[src/rtl/pipeline_ctrl_pkg.sv]
// Shared definitions for the pipeline controller.
// Holds the FSM state enumeration, the phase-counter type and the default values of the
// controller parameters (branch penalty, drain length, performance-counter width).
// Optional feature macro: PIPELINE_CTRL_STEP_EN adds the single-step state.
package pipeline_ctrl_pkg;

  localparam int unsigned BranchPenaltyDefault = 2;
  localparam int unsigned DrainCyclesDefault   = 4;
  localparam int unsigned CntWDefault          = 16;

  // Wide enough for the longest phase (DRAIN_CYCLES up to 15).
  localparam int unsigned PhaseCntW = 4;
  typedef logic [PhaseCntW-1:0] phase_cnt_t;

`ifdef PIPELINE_CTRL_STEP_EN
  typedef enum logic [2:0] {
    StRun,
    StFlush,
    StDrain,
    StHalted,
    StStep
  } state_e;
`else
  typedef enum logic [2:0] {
    StRun,
    StFlush,
    StDrain,
    StHalted
  } state_e;
`endif

endpackage

[src/rtl/load_use_detect.sv]
// Load-use hazard detector (purely combinational).
// Flags when the instruction in EX is a load whose destination (Rt, non-zero) is read by the
// instruction currently in ID, either through Rs or, when the ID instruction uses it, Rt.
// Ports:
//   mem_read_i    - MemRead of the ID/EX instruction
//   ex_rt_i       - destination register of the ID/EX instruction
//   id_rs_i       - Rs of the ID instruction
//   id_rt_i       - Rt of the ID instruction
//   id_uses_rt_i  - ID instruction reads Rt
//   hazard_o      - load-use hazard present
module load_use_detect (
  input  logic       mem_read_i,
  input  logic [4:0] ex_rt_i,
  input  logic [4:0] id_rs_i,
  input  logic [4:0] id_rt_i,
  input  logic       id_uses_rt_i,
  output logic       hazard_o
);

  logic rs_match;
  logic rt_match;

  always_comb begin
    rs_match = (ex_rt_i == id_rs_i);
    rt_match = id_uses_rt_i && (ex_rt_i == id_rt_i);
    // r0 is hard-wired to zero, so a load into it never creates a dependency.
    hazard_o = mem_read_i && (ex_rt_i != 5'd0) && (rs_match || rt_match);
  end

endmodule

[src/rtl/pipeline_ctrl.sv]
// Pipeline hazard / flush / halt controller.
// Decodes load-use stalls, taken-branch flushes and halt draining into the PC and pipeline
// latch controls, and keeps saturating counters of stall and flush cycles.
// Outputs are combinational from the current state and inputs; all are forced low while
// reset is asserted.
// Optional feature macro: PIPELINE_CTRL_STEP_EN enables single-stepping out of HALTED.
// Ports:
//   clk, reset (sync, active-low)
//   exMemRead, exRegRt          - ID/EX instruction load info
//   idRegRs, idRegRt, idUsesRt  - ID instruction source registers
//   exBranchTaken, idHalt, step - control events
//   pcEnable, ifIdEnable, idExEnable, ifIdFlush, idExFlush, halted - pipeline controls
//   stallCount, flushCount      - saturating performance counters
module pipeline_ctrl
  import pipeline_ctrl_pkg::*;
#(
  parameter int unsigned BRANCH_PENALTY = BranchPenaltyDefault,
  parameter int unsigned DRAIN_CYCLES   = DrainCyclesDefault,
  parameter int unsigned CNT_W          = CntWDefault
) (
  input  logic             clk,
  input  logic             reset,
  input  logic             exMemRead,
  input  logic [4:0]       exRegRt,
  input  logic [4:0]       idRegRs,
  input  logic [4:0]       idRegRt,
  input  logic             idUsesRt,
  input  logic             exBranchTaken,
  input  logic             idHalt,
  input  logic             step,
  output logic             pcEnable,
  output logic             ifIdEnable,
  output logic             idExEnable,
  output logic             ifIdFlush,
  output logic             idExFlush,
  output logic             halted,
  output logic [CNT_W-1:0] stallCount,
  output logic [CNT_W-1:0] flushCount
);

  state_e           state_q;
  phase_cnt_t       cnt_q;
  logic [CNT_W-1:0] stall_cnt_q;
  logic [CNT_W-1:0] flush_cnt_q;

  logic hazard;
  logic branch_evt;
  logic stall_evt;
  logic halt_evt;
  logic flush_evt;

`ifndef PIPELINE_CTRL_STEP_EN
  logic unused_step;
  assign unused_step = step;
`endif

  load_use_detect u_load_use_detect (
    .mem_read_i   (exMemRead),
    .ex_rt_i      (exRegRt),
    .id_rs_i      (idRegRs),
    .id_rt_i      (idRegRt),
    .id_uses_rt_i (idUsesRt),
    .hazard_o     (hazard)
  );

  // Event priority in RUN: branch > load-use stall > halt.
  always_comb begin
    branch_evt = (state_q == StRun) && exBranchTaken;
    stall_evt  = (state_q == StRun) && !exBranchTaken && hazard;
    halt_evt   = (state_q == StRun) && !exBranchTaken && !hazard && idHalt;
    flush_evt  = branch_evt || (state_q == StFlush);
  end

  always_ff @(posedge clk) begin
    if (!reset) begin
      state_q     <= StRun;
      cnt_q       <= '0;
      stall_cnt_q <= '0;
      flush_cnt_q <= '0;
    end else begin
      unique case (state_q)
        StRun: begin
          if (branch_evt) begin
            if (BRANCH_PENALTY > 1) begin
              state_q <= StFlush;
              cnt_q   <= phase_cnt_t'(BRANCH_PENALTY - 1);
            end
          end else if (halt_evt) begin
            state_q <= StDrain;
            cnt_q   <= phase_cnt_t'(DRAIN_CYCLES);
          end
        end
        StFlush: begin
          if (cnt_q == phase_cnt_t'(1)) state_q <= StRun;
          cnt_q <= cnt_q - phase_cnt_t'(1);
        end
        StDrain: begin
          if (cnt_q == phase_cnt_t'(1)) state_q <= StHalted;
          cnt_q <= cnt_q - phase_cnt_t'(1);
        end
        StHalted: begin
`ifdef PIPELINE_CTRL_STEP_EN
          if (step) state_q <= StStep;
`else
          state_q <= StHalted;
`endif
        end
`ifdef PIPELINE_CTRL_STEP_EN
        StStep: state_q <= StHalted;
`endif
        default: state_q <= StRun;
      endcase

      // Saturate instead of wrapping.
      if (stall_evt && (stall_cnt_q != '1)) stall_cnt_q <= stall_cnt_q + CNT_W'(1);
      if (flush_evt && (flush_cnt_q != '1)) flush_cnt_q <= flush_cnt_q + CNT_W'(1);
    end
  end

  always_comb begin
    pcEnable   = 1'b0;
    ifIdEnable = 1'b0;
    idExEnable = 1'b0;
    ifIdFlush  = 1'b0;
    idExFlush  = 1'b0;
    halted     = 1'b0;
    if (reset) begin
      unique case (state_q)
        StRun: begin
          if (exBranchTaken) begin
            pcEnable   = 1'b1;
            ifIdEnable = 1'b1;
            idExEnable = 1'b1;
            ifIdFlush  = 1'b1;
            idExFlush  = 1'b1;
          end else if (hazard) begin
            // Hold PC and IF/ID, inject a bubble behind the load.
            idExEnable = 1'b1;
            idExFlush  = 1'b1;
          end else if (idHalt) begin
            // Freeze fetch; the halt itself advances into EX, IF/ID refills with a NOP.
            ifIdEnable = 1'b1;
            idExEnable = 1'b1;
            ifIdFlush  = 1'b1;
          end else begin
            pcEnable   = 1'b1;
            ifIdEnable = 1'b1;
            idExEnable = 1'b1;
          end
        end
        StFlush: begin
          pcEnable   = 1'b1;
          ifIdEnable = 1'b1;
          idExEnable = 1'b1;
          ifIdFlush  = 1'b1;
          idExFlush  = 1'b1;
        end
        StDrain: begin
          idExEnable = 1'b1;
          idExFlush  = 1'b1;
        end
        StHalted: halted = 1'b1;
`ifdef PIPELINE_CTRL_STEP_EN
        StStep: begin
          pcEnable   = 1'b1;
          ifIdEnable = 1'b1;
          idExEnable = 1'b1;
        end
`endif
        default: ;
      endcase
    end
  end

  assign stallCount = stall_cnt_q;
  assign flushCount = flush_cnt_q;

endmodule

[config.mk]
export PLATFORM = sky130hd
export DESIGN_NAME = pipeline_ctrl
export DESIGN_NICKNAME = d
export VERILOG_FILES = /design/src/rtl/pipeline_ctrl_pkg.sv /design/src/rtl/load_use_detect.sv /design/src/rtl/pipeline_ctrl.sv
export SDC_FILE = /design/constraint.sdc
export NUM_CORES = 1
export LEC_CHECK = 0
export CAP_MARGIN = 20
export CORE_ASPECT_RATIO = 1.25
export CORE_MARGIN = 2
export CORE_UTILIZATION = 43
export DETAILED_ROUTE_END_ITERATION = 16
export HOLD_SLACK_MARGIN = 0.06
export PLACE_DENSITY = 0.88
export SLEW_MARGIN = 40
export SYNTH_ARGS = -nofsm -noshare
export SYNTH_HDL_FRONTEND = slang
export SYNTH_SLANG_ARGS = --single-unit
export TNS_END_PERCENT = 20
[constraint.sdc]
create_clock -name clk -period 2.5 [get_ports clk]
set_input_delay 0.625 -clock clk [delete_from_list [all_inputs] [get_ports clk]]
set_output_delay 0.625 -clock clk [all_outputs]
set_load 0.02 [all_outputs]
Word-level counts from Yosys, hierarchy flattened
Cells that the tools add are included.
- register bits after elaboration: 39
- input port bits: 22
- output and inout port bits: 38
- logic and storage cells: 69
- add/sub/neg operators: 3
- equality and inequality tests: 11
- multiplexer cells: 30
- reduce and logical (&&, ||, !) cells: 21
- operators by type and width (cell ; count):
    $add A16 B1 Y16 const B ; 2
    $ne A16 B16 Y1 const B ; 2
    $mux W1 ; 18
    $mux W3 ; 4
    $pmux W3 S4 ; 1
    $eq A5 B5 Y1 ; 2
    $logic_and A1 B1 Y1 ; 10
    $mux W4 ; 2
    $pmux W1 S2 ; 4
    $pmux W4 S2 ; 1
    $eq A3 B2 Y1 const B ; 2
    $reduce_bool A5 Y1 ; 1
    $eq A4 B1 Y1 const B ; 1
    $sub A4 B1 Y4 const B ; 1
    $eq A3 B1 Y1 const B ; 1
    $logic_not A3 Y1 ; 1
    $ne A3 B3 Y1 const B ; 1
    $reduce_and A3 Y1 ; 1
    $reduce_or A3 Y1 ; 1
    $logic_not A1 Y1 ; 2
    $logic_or A1 B1 Y1 ; 2
    $ne A2 B1 Y1 const B ; 1
    $ne A2 B2 Y1 const B ; 1
    $reduce_and A2 Y1 ; 1
    other kinds (2) ; 2

Depth between registers and ports, before layout
- depth in word-level cells: 10
- depth in mapped cells: 9
- mapped depth without buffers: 8

Cells and area by module
A second synthesis with hierarchy kept.
- cells, all modules: 280
- area, all modules: 2275.9 um^2
- modules (own cells, without submodules) (module ; instances ; cells an instance ; area an instance (um^2)):
    pipeline_ctrl ; 1 ; 263 ; 2143.3
    load_use_detect ; 1 ; 17 ; 132.6

Worst setup path before layout
No wires, ideal clock.
- path type: input to output
- from: input port exRegRt[1]
- to: output port pcEnable
- arrival: 1945 ps
- required time: 1875 ps
- slack: -70 ps
- stages on the path: 5
- buffers on the path: 0
- cells stage by stage: or4_4 -> o21ai_0 -> nor2_1 -> o21a_1 -> nor2_1
- word-level cells in the longest chain between the ends: 8
- elaborated cells between the ends (all ways): 11
- ends and longest elaborated chain (element ; line ; RTL):
    start, declared ; pipeline_ctrl.sv:24 ; input logic [4:0] exRegRt,
    $eq A5 B5 Y1 ; load_use_detect.sv:25 ; rt_match = id_uses_rt_i && (ex_rt_i == id_rt_i);
    $logic_and A1 B1 Y1 ; load_use_detect.sv:25 ;
    $logic_or A1 B1 Y1 ; load_use_detect.sv:27 ; hazard_o = mem_read_i && (ex_rt_i != 5'd0) && (rs_match || rt_match);
    $logic_and A1 B1 Y1 (*) ; load_use_detect.sv:27 ;
    $mux W1 (*) ; pipeline_ctrl.sv:136 ; end else if (hazard) begin
    $mux W1 (*) ; pipeline_ctrl.sv:130 ; if (exBranchTaken) begin
    $pmux W1 S2 (*) ; pipeline_ctrl.sv:128 ; unique case (state_q)
    $mux W1 (*) ; pipeline_ctrl.sv:127 ; if (reset) begin
    end, declared ; pipeline_ctrl.sv:31 ; output logic pcEnable,
Every way passes the cells marked *; elsewhere a longest branch is shown, timed or not.

Worst setup path after layout
- from: input port exRegRt[3]
- to: output port idExFlush
- word-level cells in the longest chain between the ends: 8
- elaborated cells between the ends (all ways): 11
- ends and longest elaborated chain (element ; line ; RTL):
    $eq A5 B5 Y1 ; load_use_detect.sv:25 ;
    $logic_and A1 B1 Y1 ; load_use_detect.sv:25 ;
    $logic_or A1 B1 Y1 ; load_use_detect.sv:27 ;
    $logic_and A1 B1 Y1 (*) ; load_use_detect.sv:27 ;
    $mux W1 (*) ; pipeline_ctrl.sv:136 ;
    $mux W1 (*) ; pipeline_ctrl.sv:130 ;
    $pmux W1 S2 (*) ; pipeline_ctrl.sv:128 ;
    $mux W1 (*) ; pipeline_ctrl.sv:127 ;
    end, declared ; pipeline_ctrl.sv:35 ; output logic idExFlush,
Marks and branches as above.

==> results.cfg <==
[run_status]
outcome = finished, violations left
violations = negative setup slack

[floorplan]
die_y_um = 83.40
coreArea_sq_mm = 0.004800
die_area_sq_mm = 0.005630
ioPinCount = 60
die_w_um = 67.52
start_util = 0.4518
rows = 28

[critical_path]
path_cells = buf_6, or4_4, o21ai_4, nor2_4, o21a_1, o21a_1, buf_6
cp-end-kind = primary output
ff2ff_path_depth = 9
crit_family = simple AND/OR/NAND/NOR gates
cpPeakStageDelay_ns = 0.56
reg2reg_slack_ns = 0.31
cp_num_buf_inv = 2
cp_max_fo = 3
cpMaxStageDelayCell = or4_4
worstSetupStartpoint = exRegRt[3]
setup.worst_path.end = idExFlush
crit_type = in2out
cp-start-kind = primary input
r2r_start = state_q[1]
critical_path_arrival_ns = 1.99
critPathRequiredTime_ns = 1.88
r2r_end = stallCount[7]
cp.depth = 7

[cells_and_area]
num_antenna_cells = 0
area_growth_pct = 48.70
multi_input_area_sq_mm = 0.001434
final_nets = 387
fin_cells = 418
filler_cell_count = 360
drive_above_1_share = 0.2067
register_area_sq_um = 760.7
design_area_sq_mm = 0.003224

[synth]
syn_avg_cell_area_sq_um = 8.152
syn-num-nets = 296
synth.distinct_cells = 46
synthArstFlopShare = 0
ys.flop_type = dfxtp_1
ys_ff_latch = 38
syn_inst = 266
synthesis.area_sq_mm = 0.002168
yosysSeqAreaShare = 0.3508
yosys_warnings = 0
synth_edf_count = 0

[clock_network]
clock_latency_ns = 0.29
ctsRootBufferMaster = clkbuf_8
clk_pin_slew_worst_paths_ns = 0.07
cts_tree = done
numClockSinks = 38
cts_made_buffers = 5
postCtsHoldBufs = 0
cts_max_level = 2
clockBufferDepth = 2

[timing]
period_minus_slack_ns = 2.611
hold_viol = 0
worstMarginPinSlew_ns = 0.5141
fin_skew_ns = 0.007654
max_freq_mhz = 383.0
maxSlewViolCount = 0
fin_ws_ns = -0.1108
rsz0062_at_grt = true
slew_headroom = 0.6536
setup_viol = 3
final.period_utilization = 1.044

[power_and_ir_drop]
leakagePower_nw = 1.207
peakVddDrop_mv = 0.5141
p_per_area_mw_per_mm2 = 598.6

[global_routing]
grt_overflow_total = 0
grt_max_degree = 32
grt_use_total = 0.2025
antenna_found_initial = 0
grt_pass1_wl_mm = 9.142
first_global_vias = 2190

[placement]
dpl.hpwl_mm = 4.138
placed_cell_area_sq_mm = 0.002987
place_ws_ns = -1.082
portBuffers = 58
place_inst = 402
place.gp.congestion = 0.7946

[detailed_routing]
antenna_left = 0
vias = 2304
first_pass_iters = 4
first_iter_violations = 84
post_drt_wl_per_cell_um = 13.94
drc = 0
vias_per_cell = 5.512
wl_mm = 5.827

[min_path]
holdPathStages = 2
hold_class = reg2reg

[job]
max_cap_viol_count = 0
==> synth_stat cells, drive strengths merged, types with 2 or more instances <==
cell / count / area, sq um
a21oi: 18 / 90.09
a31oi: 2 / 12.51
and2: 5 / 31.28
and3: 4 / 25.02
clkbuf: 6 / 23.77
dfxtp: 38 / 760.7
ha: 8 / 100.1
inv: 9 / 33.78
mux2i: 5 / 50.05
nand2: 20 / 75.07
nand2b: 3 / 18.77
nand3: 10 / 50.05
nand4: 14 / 87.58
nor2: 40 / 150.1
nor3: 2 / 10.01
nor4: 2 / 12.51
o21a: 3 / 22.52
o21ai: 15 / 75.07
o221a: 2 / 22.52
o22ai: 2 / 32.53
o41ai: 2 / 17.52
or3: 8 / 51.30
or3b: 2 / 17.52
or4: 4 / 35.03
xnor2: 18 / 157.7
xor2: 9 / 78.83
==> worst min-delay path, delay by kind of cell, from the launching register on <==
family,cells,cell delay (ns)
AOI/OAI and AO/OA,2,0.13
DFF,1,0.32
==> layout make-up <==
class | instances | area share
clock inverters | 3 | 0.01242
repair buffers | 91 | 0.2518
multi-input cells | 212 | 0.4447
well taps | 60 | 0.02328
flip-flops and latches | 38 | 0.2359
clock buffers | 5 | 0.02134
inverters | 9 | 0.01048
==> worst min-delay path by stage <==
stage               slack, ns              to      startpoint
detailed placement       0.48  stallCount[10]  stallCount[10]
CTS                      0.49  stallCount[10]  stallCount[10]
floorplan                0.46        cnt_q[3]        cnt_q[3]
global route             0.51  stallCount[10]  stallCount[10]
finish                   0.50        cnt_q[3]        cnt_q[3]
global placement         0.47  stallCount[10]  stallCount[10]
==> placed cells by master (no fill, tap or decap), drive strengths merged, types with 2 or more instances in the layout <==
master         Yosys  layout
nor4               2       2
nor2              40      40
ha                 8       8
or3b               2       2
and2               5       5
clkinv             0       2
a21oi             18      18
or3                8       8
dlygate4sd2        0      11
nand4             14      14
nand2b             3       3
xnor2             18      18
nor3               2       2
nand2             20      20
o41ai              2       2
o21a               3       3
o21ai             15      15
a31oi              2       2
dfxtp             38      38
and3               4       4
mux2i              5       5
nand3             10      10
or4                4       4
buf                1      41
xor2               9       9
o22ai              2       2
clkdlybuf4s50      0      37
o221a              2       2
inv                9       9
clkbuf             6       7
==> stage by stage <==
| step | util | power (mW) | TNS (ns) | hold slack [ns] |
|---|---|---|---|---|
| final | 0.6718 | 1.930 | -0.2377 | 0.4954 |
| after global routing | 0.6718 | 2.034 | -0.5283 | 0.5146 |
| after CTS | 0.6556 | 1.916 | -0.3584 | 0.4917 |
| after detailed placement | 0.6223 | 1.394 | -9.867 | 0.4795 |
| after global placement | 0.6223 | 1.371 | -8.515 | 0.4701 |
| after floorplan | - | 1.133 | -0.03613 | 0.4581 |
==> state kept, by name, indices dropped and copies added (netlist names) <==
signal	cells
state_q	2
flushCount	16
stallCount	16
cnt_q	4
==> repair_timing <==
action,4_1_cts,5_1_grt
pin swaps,19,11
buffers inserted,7,1
endpoints found under the setup margin,9,12
resized for setup,57,17
==> where the power goes <==
part / switching [mW] / leakage [nW] / internal (mW)
Sequential: 0.0517 / 0.307 / 0.657
Clock: 0.218 / 0.0579 / 0.294
Combinational: 0.364 / 0.841 / 0.346
==> cell families after synthesis <==
logic type / Yosys count / share of synthesized area
compound gates: 53 / 0.1656
xor+xnor: 27 / 0.1091
fa+ha+maj: 8 / 0.04616
buf+inv: 16 / 0.02827
flops: 38 / 0.3508
mux: 5 / 0.02308
simple gates: 119 / 0.2770
==> metal layers <==
layer  up-vias  wire length, um  global-route usage
li1       1133                -                   -
met2        93             2957              0.3627
met3         6              420             0.03388
met5         -                0                   0
met1      1072             2406              0.2314
met4         0               42             0.07236
Power figures use the tool's default switching activity.
